<file path="src/rtl/pipeline_hazard_ctrl_if.sv">
// Signal bundle between the RV32IF pipeline datapath and its central stall/flush sequencer.
// master = datapath side (drives hazard sources), slave = sequencer side (drives register selects).
interface pipeline_hazard_ctrl_if #(
  parameter int CNT_W = 32
);
  logic [4:0]       id_rs1_addr;
  logic [4:0]       id_rs2_addr;
  logic             id_rs1_used;
  logic             id_rs2_used;
  logic             id_rs1_is_f;
  logic             id_rs2_is_f;
  logic [4:0]       ex_rd_addr;
  logic             ex_rd_wren_I;
  logic             ex_rd_wren_F;
  logic             ex_is_load;
  logic             ex_br_taken;
  logic             mem_req;
  logic             mem_ack;
  logic             pc_en;
  logic [1:0]       sel_if_id;
  logic [1:0]       sel_id_ex;
  logic [1:0]       sel_ex_mem;
  logic [1:0]       sel_mem_wb;
  logic             err_timeout;
  logic [CNT_W-1:0] stall_cnt;
  logic [CNT_W-1:0] flush_cnt;
  logic [1:0]       state_o;

  modport master (
    output id_rs1_addr, id_rs2_addr, id_rs1_used, id_rs2_used, id_rs1_is_f, id_rs2_is_f,
    output ex_rd_addr, ex_rd_wren_I, ex_rd_wren_F, ex_is_load, ex_br_taken, mem_req, mem_ack,
    input  pc_en, sel_if_id, sel_id_ex, sel_ex_mem, sel_mem_wb,
    input  err_timeout, stall_cnt, flush_cnt, state_o
  );

  modport slave (
    input  id_rs1_addr, id_rs2_addr, id_rs1_used, id_rs2_used, id_rs1_is_f, id_rs2_is_f,
    input  ex_rd_addr, ex_rd_wren_I, ex_rd_wren_F, ex_is_load, ex_br_taken, mem_req, mem_ack,
    output pc_en, sel_if_id, sel_id_ex, sel_ex_mem, sel_mem_wb,
    output err_timeout, stall_cnt, flush_cnt, state_o
  );
endinterface

</file>
<file path="src/rtl/pipeline_hazard_ctrl.sv">
// Stall/flush sequencer for the 5-stage RV32IF pipeline: load-use, branch redirect and
// slow-MEM waits, with a bounded wait timer and saturating stall/flush debug counters.
module pipeline_hazard_ctrl #(
  parameter int INIT_CYCLES = 2,
  parameter int TIMEOUT     = 1024,
  parameter int CNT_W       = 32
) (
  input logic                   i_clk,
  input logic                   i_rst,
  pipeline_hazard_ctrl_if.slave io_hz
);
  // MEM handshake: the MEM stage holds mem_req high for the whole access; the access
  // completes in any cycle where mem_req and mem_ack are both high. A cycle with
  // mem_req=1 and mem_ack=0 is a wait cycle and freezes IF..MEM.

  localparam int IW = (INIT_CYCLES < 2) ? 1 : $clog2(INIT_CYCLES + 1);
  localparam int TW = $clog2(TIMEOUT + 2);

  typedef enum logic [1:0] {S_INIT = 2'b00, S_RUN = 2'b01, S_WAIT = 2'b10} state_t;
  typedef enum logic [2:0] {P_NORMAL, P_LU, P_FLUSH, P_WAIT, P_CLEAR} pat_t;

  localparam logic [1:0] SEL_LOAD = 2'b00;
  localparam logic [1:0] SEL_HOLD = 2'b01;
  localparam logic [1:0] SEL_CLR  = 2'b11;

  state_t           r_state;
  state_t           w_state_nxt;
  logic [IW-1:0]    r_init_cnt;
  logic [TW-1:0]    r_timer;
  logic [TW-1:0]    w_timer_inc;
  logic [CNT_W-1:0] r_stall_cnt;
  logic [CNT_W-1:0] r_flush_cnt;
  pat_t             w_pat;
  pat_t             w_run_pat;
  logic             w_timeout;
  logic             w_rs1_hz;
  logic             w_rs2_hz;
  logic             w_lu;
  logic             w_pc_en;

  // x0 is hard-wired so never hazards; f0 is a real register and does.
  always_comb begin
    w_rs1_hz = io_hz.id_rs1_used && (io_hz.id_rs1_addr == io_hz.ex_rd_addr) &&
               (io_hz.id_rs1_is_f ? io_hz.ex_rd_wren_F
                                  : (io_hz.ex_rd_wren_I && (io_hz.id_rs1_addr != 5'd0)));
    w_rs2_hz = io_hz.id_rs2_used && (io_hz.id_rs2_addr == io_hz.ex_rd_addr) &&
               (io_hz.id_rs2_is_f ? io_hz.ex_rd_wren_F
                                  : (io_hz.ex_rd_wren_I && (io_hz.id_rs2_addr != 5'd0)));
    w_lu      = io_hz.ex_is_load && (w_rs1_hz || w_rs2_hz);
    w_run_pat = io_hz.ex_br_taken ? P_FLUSH : (w_lu ? P_LU : P_NORMAL);
  end

  always_comb begin
    w_state_nxt = r_state;
    w_pat       = P_CLEAR;
    w_timeout   = 1'b0;
    w_timer_inc = r_timer + 1'b1;
    case (r_state)
      S_INIT: begin
        if (r_init_cnt == IW'(INIT_CYCLES - 1)) w_state_nxt = S_RUN;
      end
      S_RUN: begin
        if (io_hz.mem_req && !io_hz.mem_ack) begin
          w_pat       = P_WAIT;
          w_state_nxt = S_WAIT;
        end else begin
          w_pat = w_run_pat;
        end
      end
      S_WAIT: begin
        if (io_hz.mem_ack) begin
          w_pat       = w_run_pat;
          w_state_nxt = S_RUN;
        end else if ((TIMEOUT != 0) && (w_timer_inc == TW'(TIMEOUT))) begin
          // Forced release: the entry cycle plus TIMEOUT-1 wait cycles have already stalled.
          w_pat       = w_run_pat;
          w_timeout   = 1'b1;
          w_state_nxt = S_RUN;
        end else begin
          w_pat = P_WAIT;
        end
      end
      default: w_state_nxt = S_INIT;
    endcase
    if (i_rst) begin
      w_pat     = P_CLEAR;
      w_timeout = 1'b0;
    end
  end

  always_comb begin
    w_pc_en          = 1'b0;
    io_hz.sel_if_id  = SEL_CLR;
    io_hz.sel_id_ex  = SEL_CLR;
    io_hz.sel_ex_mem = SEL_CLR;
    io_hz.sel_mem_wb = SEL_CLR;
    case (w_pat)
      P_NORMAL: begin
        w_pc_en          = 1'b1;
        io_hz.sel_if_id  = SEL_LOAD;
        io_hz.sel_id_ex  = SEL_LOAD;
        io_hz.sel_ex_mem = SEL_LOAD;
        io_hz.sel_mem_wb = SEL_LOAD;
      end
      P_LU: begin
        io_hz.sel_if_id  = SEL_HOLD;
        io_hz.sel_ex_mem = SEL_LOAD;
        io_hz.sel_mem_wb = SEL_LOAD;
      end
      P_FLUSH: begin
        w_pc_en          = 1'b1;
        io_hz.sel_ex_mem = SEL_LOAD;
        io_hz.sel_mem_wb = SEL_LOAD;
      end
      P_WAIT: begin
        io_hz.sel_if_id  = SEL_HOLD;
        io_hz.sel_id_ex  = SEL_HOLD;
        io_hz.sel_ex_mem = SEL_HOLD;
      end
      default: ;
    endcase
    io_hz.pc_en       = w_pc_en;
    io_hz.err_timeout = w_timeout;
    io_hz.stall_cnt   = r_stall_cnt;
    io_hz.flush_cnt   = r_flush_cnt;
    io_hz.state_o     = r_state;
  end

  always_ff @(posedge i_clk) begin
    if (i_rst) begin
      r_state     <= S_INIT;
      r_init_cnt  <= '0;
      r_timer     <= '0;
      r_stall_cnt <= '0;
      r_flush_cnt <= '0;
    end else begin
      r_state <= w_state_nxt;
      if (r_state == S_INIT) r_init_cnt <= r_init_cnt + 1'b1;
      else                   r_init_cnt <= '0;
      if (r_state == S_WAIT) r_timer <= w_timer_inc;
      else                   r_timer <= '0;
      if (r_state != S_INIT) begin
        if (!w_pc_en && (r_stall_cnt != '1))    r_stall_cnt <= r_stall_cnt + 1'b1;
        if ((w_pat == P_FLUSH) && (r_flush_cnt != '1)) r_flush_cnt <= r_flush_cnt + 1'b1;
      end
    end
  end
endmodule

</file>
<file path="src/flat_wrapper.sv">
// flat-port wrapper written by rule: the top's interface ports become plain ports
module pipeline_hazard_ctrl_flat 
#(
  parameter int INIT_CYCLES = 2,
  parameter int TIMEOUT     = 1024,
  parameter int CNT_W       = 32
)
  (i_clk, i_rst, io_hz_id_rs1_addr, io_hz_id_rs2_addr, io_hz_id_rs1_used, io_hz_id_rs2_used, io_hz_id_rs1_is_f, io_hz_id_rs2_is_f, io_hz_ex_rd_addr, io_hz_ex_rd_wren_I, io_hz_ex_rd_wren_F, io_hz_ex_is_load, io_hz_ex_br_taken, io_hz_mem_req, io_hz_mem_ack, io_hz_pc_en, io_hz_sel_if_id, io_hz_sel_id_ex, io_hz_sel_ex_mem, io_hz_sel_mem_wb, io_hz_err_timeout, io_hz_stall_cnt, io_hz_flush_cnt, io_hz_state_o);
  pipeline_hazard_ctrl_if #(.CNT_W(CNT_W)) io_hz_i ();
  input logic i_clk;
  input logic i_rst;
  input wire logic [$bits(io_hz_i.id_rs1_addr)-1:0] io_hz_id_rs1_addr;
  input wire logic [$bits(io_hz_i.id_rs2_addr)-1:0] io_hz_id_rs2_addr;
  input wire logic [$bits(io_hz_i.id_rs1_used)-1:0] io_hz_id_rs1_used;
  input wire logic [$bits(io_hz_i.id_rs2_used)-1:0] io_hz_id_rs2_used;
  input wire logic [$bits(io_hz_i.id_rs1_is_f)-1:0] io_hz_id_rs1_is_f;
  input wire logic [$bits(io_hz_i.id_rs2_is_f)-1:0] io_hz_id_rs2_is_f;
  input wire logic [$bits(io_hz_i.ex_rd_addr)-1:0] io_hz_ex_rd_addr;
  input wire logic [$bits(io_hz_i.ex_rd_wren_I)-1:0] io_hz_ex_rd_wren_I;
  input wire logic [$bits(io_hz_i.ex_rd_wren_F)-1:0] io_hz_ex_rd_wren_F;
  input wire logic [$bits(io_hz_i.ex_is_load)-1:0] io_hz_ex_is_load;
  input wire logic [$bits(io_hz_i.ex_br_taken)-1:0] io_hz_ex_br_taken;
  input wire logic [$bits(io_hz_i.mem_req)-1:0] io_hz_mem_req;
  input wire logic [$bits(io_hz_i.mem_ack)-1:0] io_hz_mem_ack;
  output wire logic [$bits(io_hz_i.pc_en)-1:0] io_hz_pc_en;
  output wire logic [$bits(io_hz_i.sel_if_id)-1:0] io_hz_sel_if_id;
  output wire logic [$bits(io_hz_i.sel_id_ex)-1:0] io_hz_sel_id_ex;
  output wire logic [$bits(io_hz_i.sel_ex_mem)-1:0] io_hz_sel_ex_mem;
  output wire logic [$bits(io_hz_i.sel_mem_wb)-1:0] io_hz_sel_mem_wb;
  output wire logic [$bits(io_hz_i.err_timeout)-1:0] io_hz_err_timeout;
  output wire logic [$bits(io_hz_i.stall_cnt)-1:0] io_hz_stall_cnt;
  output wire logic [$bits(io_hz_i.flush_cnt)-1:0] io_hz_flush_cnt;
  output wire logic [$bits(io_hz_i.state_o)-1:0] io_hz_state_o;
  assign io_hz_i.id_rs1_addr = io_hz_id_rs1_addr;
  assign io_hz_i.id_rs2_addr = io_hz_id_rs2_addr;
  assign io_hz_i.id_rs1_used = io_hz_id_rs1_used;
  assign io_hz_i.id_rs2_used = io_hz_id_rs2_used;
  assign io_hz_i.id_rs1_is_f = io_hz_id_rs1_is_f;
  assign io_hz_i.id_rs2_is_f = io_hz_id_rs2_is_f;
  assign io_hz_i.ex_rd_addr = io_hz_ex_rd_addr;
  assign io_hz_i.ex_rd_wren_I = io_hz_ex_rd_wren_I;
  assign io_hz_i.ex_rd_wren_F = io_hz_ex_rd_wren_F;
  assign io_hz_i.ex_is_load = io_hz_ex_is_load;
  assign io_hz_i.ex_br_taken = io_hz_ex_br_taken;
  assign io_hz_i.mem_req = io_hz_mem_req;
  assign io_hz_i.mem_ack = io_hz_mem_ack;
  assign io_hz_pc_en = io_hz_i.pc_en;
  assign io_hz_sel_if_id = io_hz_i.sel_if_id;
  assign io_hz_sel_id_ex = io_hz_i.sel_id_ex;
  assign io_hz_sel_ex_mem = io_hz_i.sel_ex_mem;
  assign io_hz_sel_mem_wb = io_hz_i.sel_mem_wb;
  assign io_hz_err_timeout = io_hz_i.err_timeout;
  assign io_hz_stall_cnt = io_hz_i.stall_cnt;
  assign io_hz_flush_cnt = io_hz_i.flush_cnt;
  assign io_hz_state_o = io_hz_i.state_o;
  pipeline_hazard_ctrl #(.INIT_CYCLES(INIT_CYCLES), .TIMEOUT(TIMEOUT), .CNT_W(CNT_W)) u_core (.i_clk(i_clk), .i_rst(i_rst), .io_hz(io_hz_i));
endmodule
</file>
<file path="config.mk">
export PLATFORM = sky130hd
export DESIGN_NAME = pipeline_hazard_ctrl_flat
export DESIGN_NICKNAME = d
export VERILOG_FILES = /design/src/rtl/pipeline_hazard_ctrl_if.sv /design/src/rtl/pipeline_hazard_ctrl.sv /design/src/flat_wrapper.sv
export SDC_FILE = /design/constraint.sdc
export NUM_CORES = 1
export LEC_CHECK = 0
export BUFFER_PORTS_ARGS = -buffer_cell sky130_fd_sc_hd__buf_2
export CAP_MARGIN = 0
export CORE_MARGIN = 4
export CORE_UTILIZATION = 30
export DETAILED_ROUTE_END_ITERATION = 10
export PLACE_DENSITY_LB_ADDON = 0.08
export SETUP_SLACK_MARGIN = 0.4
export SYNTH_ARGS = -nofsm -noshare
export SYNTH_HDL_FRONTEND = slang
export SYNTH_SLANG_ARGS = --single-unit
</file>
<file path="constraint.sdc">
create_clock -name i_clk -period 4.5 [get_ports i_clk]
set_clock_uncertainty 0.1 [all_clocks]
set_input_delay 0.9 -clock i_clk [delete_from_list [all_inputs] [get_ports i_clk]]
set_output_delay 0.9 -clock i_clk [all_outputs]
set_load 0.1 [all_outputs]
</file>
; ---- Word level (Yosys, flattened, before mapping)
; Cells that the tools add are included.
; W data, S select, Z words.
[totals]
reg_bits = 79
inputBits = 27
output_inout_bits = 76
elab_cells = 74
[op_classes]
n_addsub = 4
n_eq_ne = 14
n_mux = 23
bitwise_logic = 2
n_reduce_logical = 26
[op_table]
columns = operator, n
row1 = $add A32 B1 Y32 const B, 2
row2 = $ne A32 B32 Y1 const B, 2
row3 = $mux W3, 5
row4 = $pmux W2 S2, 3
row5 = $add A11 B1 Y11 const B, 1
row6 = $eq A11 B11 Y1 const B, 1
row7 = $eq A5 B5 Y1, 2
row8 = $logic_and A1 B1 Y1, 10
row9 = $mux W2, 5
row10 = $reduce_bool A5 Y1, 2
row11 = $mux W1, 8
row12 = $reduce_or A2 Y1, 4
row13 = $eq A3 B2 Y1 const B, 2
row14 = $pmux W2 S3, 1
row15 = $pmux W3 S2, 1
row16 = $eq A2 B1 Y1 const B, 2
row17 = $ne A2 B1 Y1 const B, 2
row18 = $reduce_and A2 Y1, 2
row19 = $eq A3 B1 Y1 const B, 1
row20 = $logic_not A3 Y1, 1
row21 = $ne A3 B2 Y1 const B, 1
row22 = $reduce_and A3 Y1, 1
row23 = $reduce_or A3 Y1, 1
row24 = $add A2 B1 Y2 const B, 1
row25 = 6 further kinds, 8

; ---- Depth between registers and ports, before layout
[logic_depth]
word_depth = 18
ltp_mapped = 12

; ---- Worst setup path after synthesis
; Ideal clock, no wire load.
[synth_timing]
kind = flip-flop to output port
from = reg u_core.r_state[0] (netlist: u_core.io_hz.state_o[0])
to = out io_hz_sel_id_ex[0]
t_arrival_ps = 4761
t_required_ps = 3500
setup_slack_ps = -1261
path_stages_with_launch = 9
n_path_buf = 1
path_cell_list = dfxtp_1 inv_1 ha_1 nor2b_1 o21ai_0 a31o_2 buf_2 nor2_1 nand2_1
[synth_between]
elab_chain_cells = 5
elab_cells_between_ends = 7
[synth_rtl]
columns = element, line
row1 = from (decl), pipeline_hazard_ctrl.sv:26  ; state_t r_state;
row2 = from (signal assigned), pipeline_hazard_ctrl.sv:137  ; r_state <= w_state_nxt;
row3 = $eq A2 B2 Y1 or $eq A2 B1 Y1 (tied branches), pipeline_hazard_ctrl.sv:58  ; case (r_state)
row4 = $pmux W3 S2 (*), pipeline_hazard_ctrl.sv:58
row5 = $mux W3 (*), pipeline_hazard_ctrl.sv:85  ; if (i_rst) begin
row6 = $eq A3 B2 Y1 or $logic_not A3 Y1 (tied branches), pipeline_hazard_ctrl.sv:97  ; case (w_pat)
row7 = $pmux W2 S2 (*), pipeline_hazard_ctrl.sv:97
row8 = to (decl), flat_wrapper.sv:27  ; output wire logic [$bits(io_hz_i.sel_id_ex)-1:0] io_hz_sel_id_ex;
; Every way passes the cells marked *; elsewhere a longest branch is shown, timed or not.

; ---- Worst setup path in the final report
[layout_timing]
from = reg u_core.r_timer[0]
to = out io_hz_sel_ex_mem[0]
[layout_between]
elab_chain_cells = 9
elab_cells_between_ends = 12
[layout_rtl]
columns = element, line
row1 = from (decl), pipeline_hazard_ctrl.sv:29  ; logic [TW-1:0] r_timer;
row2 = from (signal assigned), pipeline_hazard_ctrl.sv:140  ; if (r_state == S_WAIT) r_timer <= w_timer_inc;
row3 = $add A11 B1 Y11 (*), pipeline_hazard_ctrl.sv:57  ; w_timer_inc = r_timer + 1'b1;
row4 = $eq A11 B11 Y1 (*), pipeline_hazard_ctrl.sv:74  ; end else if ((TIMEOUT != 0) && (w_timer_inc == TW'(TIMEOUT))) begin
row5 = $mux W3 (*), pipeline_hazard_ctrl.sv:74
row6 = $mux W3 (*), pipeline_hazard_ctrl.sv:71  ; if (io_hz.mem_ack) begin
row7 = $pmux W3 S2 (*), pipeline_hazard_ctrl.sv:58
row8 = $mux W3 (*), pipeline_hazard_ctrl.sv:85
row9 = "$eq A3 B1 Y1, or another cell as far along", pipeline_hazard_ctrl.sv:97
row10 = $reduce_or A3 Y1 (no source line), n/a
row11 = $pmux W2 S2 (*), pipeline_hazard_ctrl.sv:97
row12 = to (decl), flat_wrapper.sv:28  ; output wire logic [$bits(io_hz_i.sel_ex_mem)-1:0] io_hz_sel_ex_mem;
; Marks and branches as above.

==> metrics.cfg <==
[routing]
wl_met2_mm=5.58
wl_met1_mm=5.50
route.detailed.drc=0
num_vias=4070
routed_via_density=5.09
dr.first_iter.drc_count=242
ant_nets=0
wl_per_cell_um=14.9
routed-wl-met3_um=619
first_pass_iters=4
totalWireLength_mm=11.9
top_layer=met4

[setup_path]
crit_chain=ha_1 -> nand3_1 -> o211a_1 -> o22ai_1 -> a31o_2 -> buf_4 -> buf_2
slowest_stage=buf_2
crit_path_start_kind=flip-flop
critPathMaxStageDelay_ns=0.49
r2r_slack_ns=1.36
worstRegToRegCells=8
path_buf_inv=2
required_ns=3.50
critPathMaxFanout=28
end_kind=output port
worstSetupPathType=flip-flop to output port
r2r-end=u_core.io_hz.flush_cnt[21]
cp_top_family=compound AO/OA/AOI/OAI gates
crit_arrival_ns=2.72
reg2reg_from=u_core.io_hz.state_o[0]

[synthesis]
synth_edf_count=0
netlist_instances=526
yosysTopAreaCellShare=0.371
yosys_warnings=0
synth_top_area_cell=dfxtp_1
synth_flop_cell=dfxtp_1
synth.most_common_cell=dfxtp_1
synth_area_leaders=dfxtp_1 (37%), xor2_1 (8.0%), nor2_1 (6.7%)
seq_area_frac_synth=0.371
async_flop_share=0
avgSynthCellArea_um2=8.11
synth_common_cells=dfxtp_1 (79), nor2_1 (76), xor2_1 (39), nand2_1 (34), o21ai_0 (32)
synth_nets=561
synth_cell_type_count=48
ys_ff_latch=79
syn_area_mm2=0.00426

[outcome]
status=completed

[hold_path]
hp-class=flip-flop to flip-flop
min_path_cells=1
worst_hold_startpoint=u_core.r_init_cnt[0]
whs_endpoint=u_core.r_init_cnt[0]

[placement]
dpl_cell_area_mm2=0.00497
portBuffers=102
dp.cells=786
place_hpwl_mm=8.53
gp_congestion=0.792

[timing]
slew_viol_final=0
finalHoldViolCount=0
rsz0062_at_grt=false
period_share=0.826
setup_violations=0
setup_tns_ns=0
worst_pin_slew_ns=0.956
max-slew-margin-rel=0.354
fmax_mhz=269
fin_crit_ns=3.72

[layout]
areaGrowthSynthToFinish_pct=22.7
n_fill_cell=1445
multi_input_area_mm2=0.00253
stdcell_count=800
design_area_mm2=0.00523
seq_area_mm2=0.00158
final_nets=652
antenna_cells=0
drive_gt1_frac=0.219

[clocking]
cts_resized=0
clk_latency_ns=0.34
root_buffer=clkbuf_16
cts_made_buffers=9
clock_tree.buffer_depth=2
hold_buffers=0
cts_tree=yes
cts_setup_buffers=0
ctsHtreeMaxLevel=3
clk_pin_slew_worst_paths_ns=0.06
cts_sinks=79

[power]
p_int_mw=1.23
power_switching_share=0.363
total_power_mw=1.93
seqPwrFrac=0.382
p_clk_frac=0.348
ir_drop_uv=210
p_per_area_mw_per_mm2=368
power_frac_comb=0.270
power.leakage_nw=2.00
power.switching_mw=0.699

[floorplan]
die_y_um=127
num_rows=43
design.core.area_mm2=0.0139
io_pins=103
start_util=0.307
die-area_mm2=0.0162
die_x_um=127

[global_routing]
grt_overflow_total=0
antenna_found_initial=0
grt_pass1_vias=3953
grt_util_all_layers=0.152
grt_pass1_wl_mm=20.2
grt_max_degree=67

[job]
max_cap_violations=0

-- cell families (layout without fill, tap and decap cells) --
family,Yosys count,in the layout,share of synthesized area
adder cells (fa/ha/maj),8,8,0.0235
AND/OR/NAND/NOR,247,247,0.301
XOR/XNOR,60,60,0.123
buffers and inverters,40,134,0.0387
flip-flops,79,79,0.371
AO/OA/AOI/OAI,85,85,0.126
multiplexers,7,7,0.0170
-- worst max-delay path by stage --
stage | startpoint | to | slack (ns) | depth (start not counted)
after global placement | i_rst | io_hz_pc_en | 1.10 | 6
after detailed placement | io_hz_id_rs2_addr[2] | io_hz_pc_en | 1.11 | 7
after floorplan | u_core.io_hz.state_o[1] | io_hz_sel_id_ex[1] | 0.48 | 7
after CTS | u_core.r_timer[0] | io_hz_sel_ex_mem[0] | 0.79 | 7
after global routing | u_core.r_timer[0] | io_hz_sel_ex_mem[0] | 0.59 | 7
final | u_core.r_timer[0] | io_hz_sel_ex_mem[0] | 0.78 | 7
-- through the flow --
stage	hold WS (ns)	setup WS (ns)	utilization
3_5_place_dp	0.322	1.11	0.358
4_1_cts	0.331	0.786	0.377
5_1_grt	0.349	0.590	0.377
6_report	0.327	0.782	0.377
3_3_place_gp	0.306	1.10	0.358
2_1_floorplan	0.298	0.481	-
-- flip-flops by register name, indices dropped and copies added, names as in the netlist --
name	cells
u_core.io_hz.flush_cnt	32
u_core.r_timer	11
u_core.io_hz.state_o	2
u_core.io_hz.stall_cnt	32
u_core.r_init_cnt	2
-- final cells by class --
cell class,instances,share of cell area
Sequential cell,79,0.303
Multi-Input combinational cell,407,0.484
Tap cell,180,0.0430
Timing Repair Buffer,106,0.109
Clock inverter,1,0.000956
Inverter,14,0.0100
Clock buffer,13,0.0497
-- metal layers --
metal,global-route usage,up-vias
li1,-,2059
met1,0.193,1904
met2,0.248,94
met3,0.0477,13
met4,0.0454,0
met5,0,-
-- power groups by stage --
stage                     Clock [mW]  Combinational, mW  Sequential (mW)
final                          0.671              0.520            0.735
after global routing           0.730              0.559            0.738
after CTS                      0.699              0.526            0.735
after detailed placement           0              0.525            0.751
after global placement             0              0.522            0.749
after floorplan                    0              0.341            0.812
-- cell usage in the layout, fill, tap and decap left out, types with 3 or more instances in the layout --
cell type and instances:
buf_2 100, dfxtp_1 77, nor2_1 75, xor2_1 39, nand2_1 32, o21ai_0 30, nor3_1 22, nand3_1 21
xnor2_1 21, nand4_1 18, a21oi_1 17, inv_1 14, or3_1 13, and3_1 11, o211ai_1 10, nor4_1 9
clkbuf_16 9, ha_1 8, and4_1 7, o31ai_1 7, nor2b_1 6, or4_1 6, mux2i_1 5, nor4b_1 5
nand3b_1 4, buf_4 4, and2_1 3, a31o_2 3, or2_2 3, o311ai_0 3, o41ai_1 3
Power figures use the tool's default switching activity.
